### src/rtl/sprite_line_scheduler.sv
// Prefetches up to four sprite rows for the next scanline into a back bank,
// then swaps banks at end of line and paints the front bank as 1-bit pixels.
module sprite_line_scheduler (
    input  logic         clk,
    input  logic         reset,
    input  logic [125:0] entities,
    input  logic [9:0]   counter_H,
    input  logic [9:0]   counter_V,
    output logic         rom_req,
    output logic [3:0]   rom_sprite_id,
    output logic [1:0]   rom_orient,
    output logic [2:0]   rom_line,
    input  logic         rom_valid,
    input  logic [7:0]   rom_data,
    output logic         colour,
    output logic         busy,
    output logic         overflow,
    output logic         late
);

    // state   | meaning
    // S_IDLE  | waiting for H==640 on a line whose successor is visible
    // S_SCAN  | examining entity slot slot_q against the target tile row
    // S_FETCH | request presented to the sprite ROM
    // S_WAIT  | request outstanding, waiting for rom_valid
    // S_DONE  | all slots scanned; falls back to S_IDLE next cycle
    typedef enum logic [2:0] {S_IDLE, S_SCAN, S_FETCH, S_WAIT, S_DONE} state_t;

    state_t      state_q;
    logic [3:0]  slot_q;
    logic [3:0]  row_q;
    logic [2:0]  sub_q;
    logic [3:0]  col_q;
    logic        rom_req_q;
    logic [3:0]  rom_id_q;
    logic [1:0]  rom_orient_q;
    logic [2:0]  rom_line_q;
    logic        overflow_q;
    logic        late_q;
    logic        colour_q;
    logic        colour_d;

    logic [2:0]  back_cnt_q;
    logic [3:0]  back_col_q  [4];
    logic [7:0]  back_dat_q  [4];
    logic [2:0]  front_cnt_q;
    logic [3:0]  front_col_q [4];
    logic [7:0]  front_dat_q [4];

    logic [9:0]  next_line;
    logic        start;
    logic [3:0]  start_row;
    logic [2:0]  start_sub;
    logic [13:0] cur_ent;
    logic        cur_hit;
    logic        end_of_line;
    logic [3:0]  pix_col;
    logic [2:0]  pix_bit;

    assign next_line   = counter_V + 10'd1;
    assign start       = (counter_H == 10'd640) && (next_line < 10'd480);
    assign start_row   = 4'(next_line / 10'd40);
    assign start_sub   = 3'((next_line % 10'd40) / 10'd5);
    assign end_of_line = (counter_H == 10'd799);

    always_comb begin
        cur_ent = 14'h3FFF;
        for (int k = 0; k < 9; k++) begin
            if (slot_q == 4'(k)) cur_ent = entities[14*k +: 14];
        end
    end

    assign cur_hit = (cur_ent[13:10] != 4'hF) && (cur_ent[7:4] == row_q);

    always_ff @(posedge clk) begin
        if (!reset) begin
            state_q      <= S_IDLE;
            slot_q       <= 4'd0;
            row_q        <= 4'd0;
            sub_q        <= 3'd0;
            col_q        <= 4'd0;
            rom_req_q    <= 1'b0;
            rom_id_q     <= 4'd0;
            rom_orient_q <= 2'd0;
            rom_line_q   <= 3'd0;
            overflow_q   <= 1'b0;
            late_q       <= 1'b0;
            back_cnt_q   <= 3'd0;
            front_cnt_q  <= 3'd0;
            for (int k = 0; k < 4; k++) begin
                back_col_q[k]  <= 4'd0;
                back_dat_q[k]  <= 8'd0;
                front_col_q[k] <= 4'd0;
                front_dat_q[k] <= 8'd0;
            end
        end else if (end_of_line) begin
            // Swap wins over everything, including a rom_valid on this edge.
            for (int k = 0; k < 4; k++) begin
                front_col_q[k] <= back_col_q[k];
                front_dat_q[k] <= back_dat_q[k];
            end
            front_cnt_q <= back_cnt_q;
            back_cnt_q  <= 3'd0;
            rom_req_q   <= 1'b0;
            state_q     <= S_IDLE;
            if (state_q != S_DONE && state_q != S_IDLE) late_q <= 1'b1;
        end else begin
            case (state_q)
                S_IDLE: begin
                    if (start) begin
                        state_q    <= S_SCAN;
                        slot_q     <= 4'd0;
                        back_cnt_q <= 3'd0;
                        overflow_q <= 1'b0;
                        late_q     <= 1'b0;
                        row_q      <= start_row;
                        sub_q      <= start_sub;
                    end
                end
                S_SCAN: begin
                    if (cur_hit && back_cnt_q != 3'd4) begin
                        state_q      <= S_FETCH;
                        rom_req_q    <= 1'b1;
                        rom_id_q     <= cur_ent[13:10];
                        rom_orient_q <= cur_ent[9:8];
                        rom_line_q   <= sub_q;
                        col_q        <= cur_ent[3:0];
                    end else begin
                        if (cur_hit) overflow_q <= 1'b1;
                        if (slot_q == 4'd8) state_q <= S_DONE;
                        else                slot_q  <= slot_q + 4'd1;
                    end
                end
                S_FETCH: state_q <= S_WAIT;
                S_WAIT: begin
                    if (rom_valid) begin
                        back_col_q[back_cnt_q[1:0]] <= col_q;
                        back_dat_q[back_cnt_q[1:0]] <= rom_data;
                        back_cnt_q <= back_cnt_q + 3'd1;
                        rom_req_q  <= 1'b0;
                        if (slot_q == 4'd8) begin
                            state_q <= S_DONE;
                        end else begin
                            state_q <= S_SCAN;
                            slot_q  <= slot_q + 4'd1;
                        end
                    end
                end
                S_DONE:  state_q <= S_IDLE;
                default: state_q <= S_IDLE;
            endcase
        end
    end

    assign pix_col = 4'(counter_H / 10'd40);
    assign pix_bit = 3'((counter_H % 10'd40) / 10'd5);

    // Walk entries from high to low so the lowest matching index wins.
    always_comb begin
        colour_d = 1'b1;
        if (counter_H < 10'd640 && counter_V < 10'd480) begin
            for (int k = 3; k >= 0; k--) begin
                if (3'(k) < front_cnt_q && front_col_q[k] == pix_col)
                    colour_d = front_dat_q[k][pix_bit];
            end
        end
    end

    always_ff @(posedge clk) begin
        if (!reset) colour_q <= 1'b1;
        else        colour_q <= colour_d;
    end

    assign rom_req       = rom_req_q;
    assign rom_sprite_id = rom_id_q;
    assign rom_orient    = rom_orient_q;
    assign rom_line      = rom_line_q;
    assign colour        = colour_q;
    assign busy          = (state_q != S_IDLE);
    assign overflow      = overflow_q;
    assign late          = late_q;

endmodule

### config.mk
export PLATFORM = sky130hd
export DESIGN_NAME = sprite_line_scheduler
export DESIGN_NICKNAME = d
export VERILOG_FILES = /design/src/rtl/sprite_line_scheduler.sv
export SDC_FILE = /design/constraint.sdc
export NUM_CORES = 1
export LEC_CHECK = 0
export CAP_MARGIN = 40
export CORE_MARGIN = 1.5
export CORE_UTILIZATION = 47
export CTS_CLUSTER_DIAMETER = 80
export CTS_CLUSTER_SIZE = 25
export DETAILED_ROUTE_END_ITERATION = 8
export PLACE_DENSITY = 0.79
export SETUP_SLACK_MARGIN = 0.15
export SYNTH_ARGS = -nofsm -noshare
export SYNTH_HDL_FRONTEND = slang
export SYNTH_SLANG_ARGS = --single-unit
### constraint.sdc
create_clock -name clk -period 6.55 [get_ports clk]
set_input_delay 0.9825 -clock clk [delete_from_list [all_inputs] [get_ports clk]]
set_output_delay 0.9825 -clock clk [all_outputs]
set_load 0.1 [all_outputs]
==> key figures <==
Floorplan
  – Core area: between 0.02 and 0.025 sq mm
  – Die height: approximately 150 um
  – I/O Pins: between 150 and 200
  – Horiz. Die Dim: around 150 um
  – Starting Density: approximately half
  – Row count: 52
  – Full die area: about 0.022 sq mm

Worst hold path
  – Hold Path Class: reg2reg

Synthesis
  – Synth Warn #: 0
  – Asr flop ratio synth: 0%
  – Sequential area share after synthesis: between 30% and 40%
  – Synth unique cells: ~110
  – Post-Syn Area: 0.00973 sq mm
  – Post-synth EDFFs: 96
  – Multiplexer share of the synthesized area: 3.15%
  – Synth Area in XOR/XNOR: under 10%
  – Synth area leaders: edfxtp_1 (30%), dfxtp_1 (7.6%), and2_1 (6.6%)
  – Largest family of logic cells by synthesized area: simple AND/OR/NAND/NOR gates
  – Flip-flop and latch count after synthesis: 133
  – Synth top area share: between 20% and 30%
  – Mean Syn Cell Area: a little over 9 sq um
  – Syn Nets: roughly 1200
  – Compound-Gate Fraction of Synth Area: 24.2%
  – Ys flop type: edfxtp_1
  – Adder-cell share of the synthesized area: 1.67%
  – Synth Area in Simple Gates: approximately a quarter
  – Syn Inst Count: roughly 1100
  – Synth area leader: edfxtp_1

CTS
  – H-Tree Depth: 4
  – Postcts setup bufs: 0
  – Root Driver: clkbuf_16
  – TritonCTS buffer count: 17
  – Longest Clk Path Bufs: 2
  – Worst skew pair latency: roughly 0.42 ns
  – CTS tree: done
  – Clock sinks: approximately 130
  – CTS Hold Buffers Added: 0
  – Post-CTS Resized: 0
  – CTS clock-pin slew for the worst setup and hold paths: ~0.060 ns

STA
  – Final Max Slew Viols: 0
  – Final hold violations: 0
  – Final setup viols: 0
  – Hold slack: 0.456 ns
  – PnR worst setup slack: slightly below 1 ns
  – Final period utilization: a little under nine tenths
  – Worst rel slew slack: roughly 28%
  – Actual slew at the worst max-slew pin: about 1.1 ns
  – Setup TNS: 0 ns
  – Clk_skew: between 0.007 and 0.008 ns
  – Final worst path period need: roughly 5.6 ns
  – Fmax: about 0.18 GHz
  – RSZ-0062 raised after global routing: no

Setup path
  – Startpoint types: primary input
  – Crit Path Max Fanout: 20
  – Worst setup path category: in2reg
  – Crit. End Element: register
  – CP required: 6.85 ns
  – CP max stage cell: clkdlybuf4s50_1
  – CP cell instances: clkdlybuf4s50_1 > buf_4 > xnor2_2 > a31oi_1 > a221o_1 > o311a_1 > and2_4 > o21ai_2 > xnor2_1 > ha_1 > o21ai_0 > a21o_1 > o311a_4 > nand2_8 > mux2_1 > a2111oi_0 > a31o_1 > a211oi_2
  – Crit path largest cell delay: 0.73 ns
  – Critical path arrival: slightly below 6 ns

Place
  – Buffers added on ports: 170
  – DP Wirelength: 21.0 mm
  – Setup WS pre-CTS: 0.643 ns
  – RD Place Congestion: 0.964

Cells and area
  – Layout Nets: 1395
  – # diodes: 0
  – Layout area overhead: 27.6%
  – Share of cells above drive strength 1: 9.77%
  – Number of fill cells: 1605

Drt
  – Total Routed Length: between 20 and 30 mm
  – Drt via density: roughly 6.0
  – Vias: around 9100
  – Initial DRT Pass Iterations: 6
  – DRC violations left: 0
  – DRT antenna net count: 0
  – 1st-iter DRT viols: 699
  – WL/cell: approximately 19 um

Global routing
  – Vias in the first global route: ~8600
  – Largest net degree at the start of global routing: 56
  – Gr usage total: between 20 and 30%
  – Total congestion overflow: 0
  – Initial antenna violation count: 0
  – Global-route wire length before repair: approximately 45 mm

Run
  – Total of max-cap violations: 0

Pwr
  – Tot Pwr: ~2.3 mW
  – Lkg Pwr: around 4.5 nW
  – Maximum vdd drop: 0.146 mV
  – P per Cell Area: ~180 mW/mm^2

Status
  – Status: complete, no violations
## per-stage QoR
step | area (sq um) | utilization, % | instances
2_1_floorplan | 9730 | - | 1073
3_3_place_gp | 11600 | 57.1 | 1462
3_5_place_dp | 11900 | 58.6 | 1476
4_1_cts | 12400 | 61.3 | 1508
5_1_grt | 12400 | 61.3 | 1508
6_report | 12400 | 61.3 | 1508
## layout make-up
type | instances | area (sq um) | share of cell area [%]
Clock buffer | 17 | 425 | 3.43
Clock inverter | 15 | 136 | 1.10
Multi-Input combinational cell | 831 | 5580 | 44.9
Inverter | 33 | 124 | 0.998
Sequential cell | 133 | 3620 | 29.2
Tap cell | 270 | 338 | 2.72
Timing Repair Buffer | 209 | 2190 | 17.6
## cell usage in the layout, fill, tap and decap left out, drive strengths merged, types with 11 or more instances in the layout
cell type,netlist,final
ha,13,13
a21oi,54,54
nor3,30,30
clkbuf,42,17
o211ai,13,13
nor4,12,12
a211oi,20,20
mux2i,25,25
a31oi,17,17
edfxtp,96,96
nor3b,11,11
o22ai,31,31
nand2,82,82
o311ai,11,11
inv,33,42
nand2b,21,21
buf,34,39
clkdlybuf4s50,0,170
nor2b,27,27
xor2,14,14
dfxtp,37,37
nor2,68,68
o21ai,49,49
and2,105,105
nand3,27,27
xnor2,21,21
## routing by layer
metal | up-vias | share of wire [%] | GRT usage (%)
li1 | 4348 | - | -
met1 | 4228 | 41 | 31.9
met2 | 445 | 49 | 44.6
met3 | 63 | 6.5 | 4.13
met4 | 0 | 3.7 | 12.1
met5 | - | 0 | 0
## kinds of logic (layout without fill, tap and decap cells)
| logic type | Yosys count | after routing |
|---|---|---|
| buffers and inverters | 109 | 274 |
| DFF | 133 | 133 |
| and+or+nand+nor | 433 | 433 |
| muxes | 30 | 30 |
| adders and majority gates | 13 | 13 |
| xor gates and xnor gates | 35 | 35 |
| AOI/OAI and AO/OA | 320 | 320 |
## worst paths after layout
kind / startpoint / endpoint / slack, ns / cells after the start
setup / recovery: counter_H[6] / colour / 0.96 / 18
hold / removal: rom_orient[0] / rom_orient[0] / 0.46 / 2
setup reg to reg: slot_q[1] / rom_orient[0] / 2.30 / 13
hold reg to reg: rom_orient[0] / rom_orient[0] / 0.46 / 2
## synth_stat cells (5+ instances only)
cell	n
buf_6	9
a21boi_1	6
a221o_1	5
mux2i_1	25
a2111oi_0	7
o22ai_1	31
clkbuf_1	42
xor2_1	13
a211oi_1	17
dfxtp_1	37
a311oi_1	8
xnor2_1	20
o211ai_1	13
o31ai_1	5
nor2_1	67
a21o_1	6
and2_1	102
nand2_1	81
edfxtp_1	96
nor3_1	26
o21ai_0	45
a21oi_1	53
nand4_1	8
o311ai_0	8
nand2b_1	20
nor3b_1	9
nand3_1	27
o2111ai_1	7
and3_1	8
a221oi_1	7
nor4_1	11
or3_1	6
ha_1	13
inv_1	31
a31oi_1	17
o311a_1	5
o221ai_1	7
buf_4	5
a211o_1	8
buf_2	17
nor2b_1	25
## report_power, final
part,switching [mW],leakage [nW],internal (mW)
Clock,0.386,0.269,0.499
Combinational,0.256,2.91,0.226
Sequential,0.00690,1.29,0.920
Total,0.649,4.47,1.64
## critical path, delay by kind of cell
family                   cells  cell delay, ns
AND/OR/NAND/NOR              2            0.31
adder cells (fa/ha/maj)      1            0.45
multiplexers                 1            0.33
AO/OA/AOI/OAI               10            2.19
buffers and inverters        2            1.08
XOR/XNOR                     2            0.53
## state kept, by name, summed over array words and instances, names as in the netlist, 3 cells and up
register       cells
row_q              4
rom_sprite_id      4
col_q              4
back_cnt_q         3
back_dat_q        32
slot_q             4
front_cnt_q        3
state_q            3
front_col_q       16
sub_q              3
front_dat_q       32
rom_line           3
back_col_q        16
Note: power is estimated with default switching activity, not from simulation.
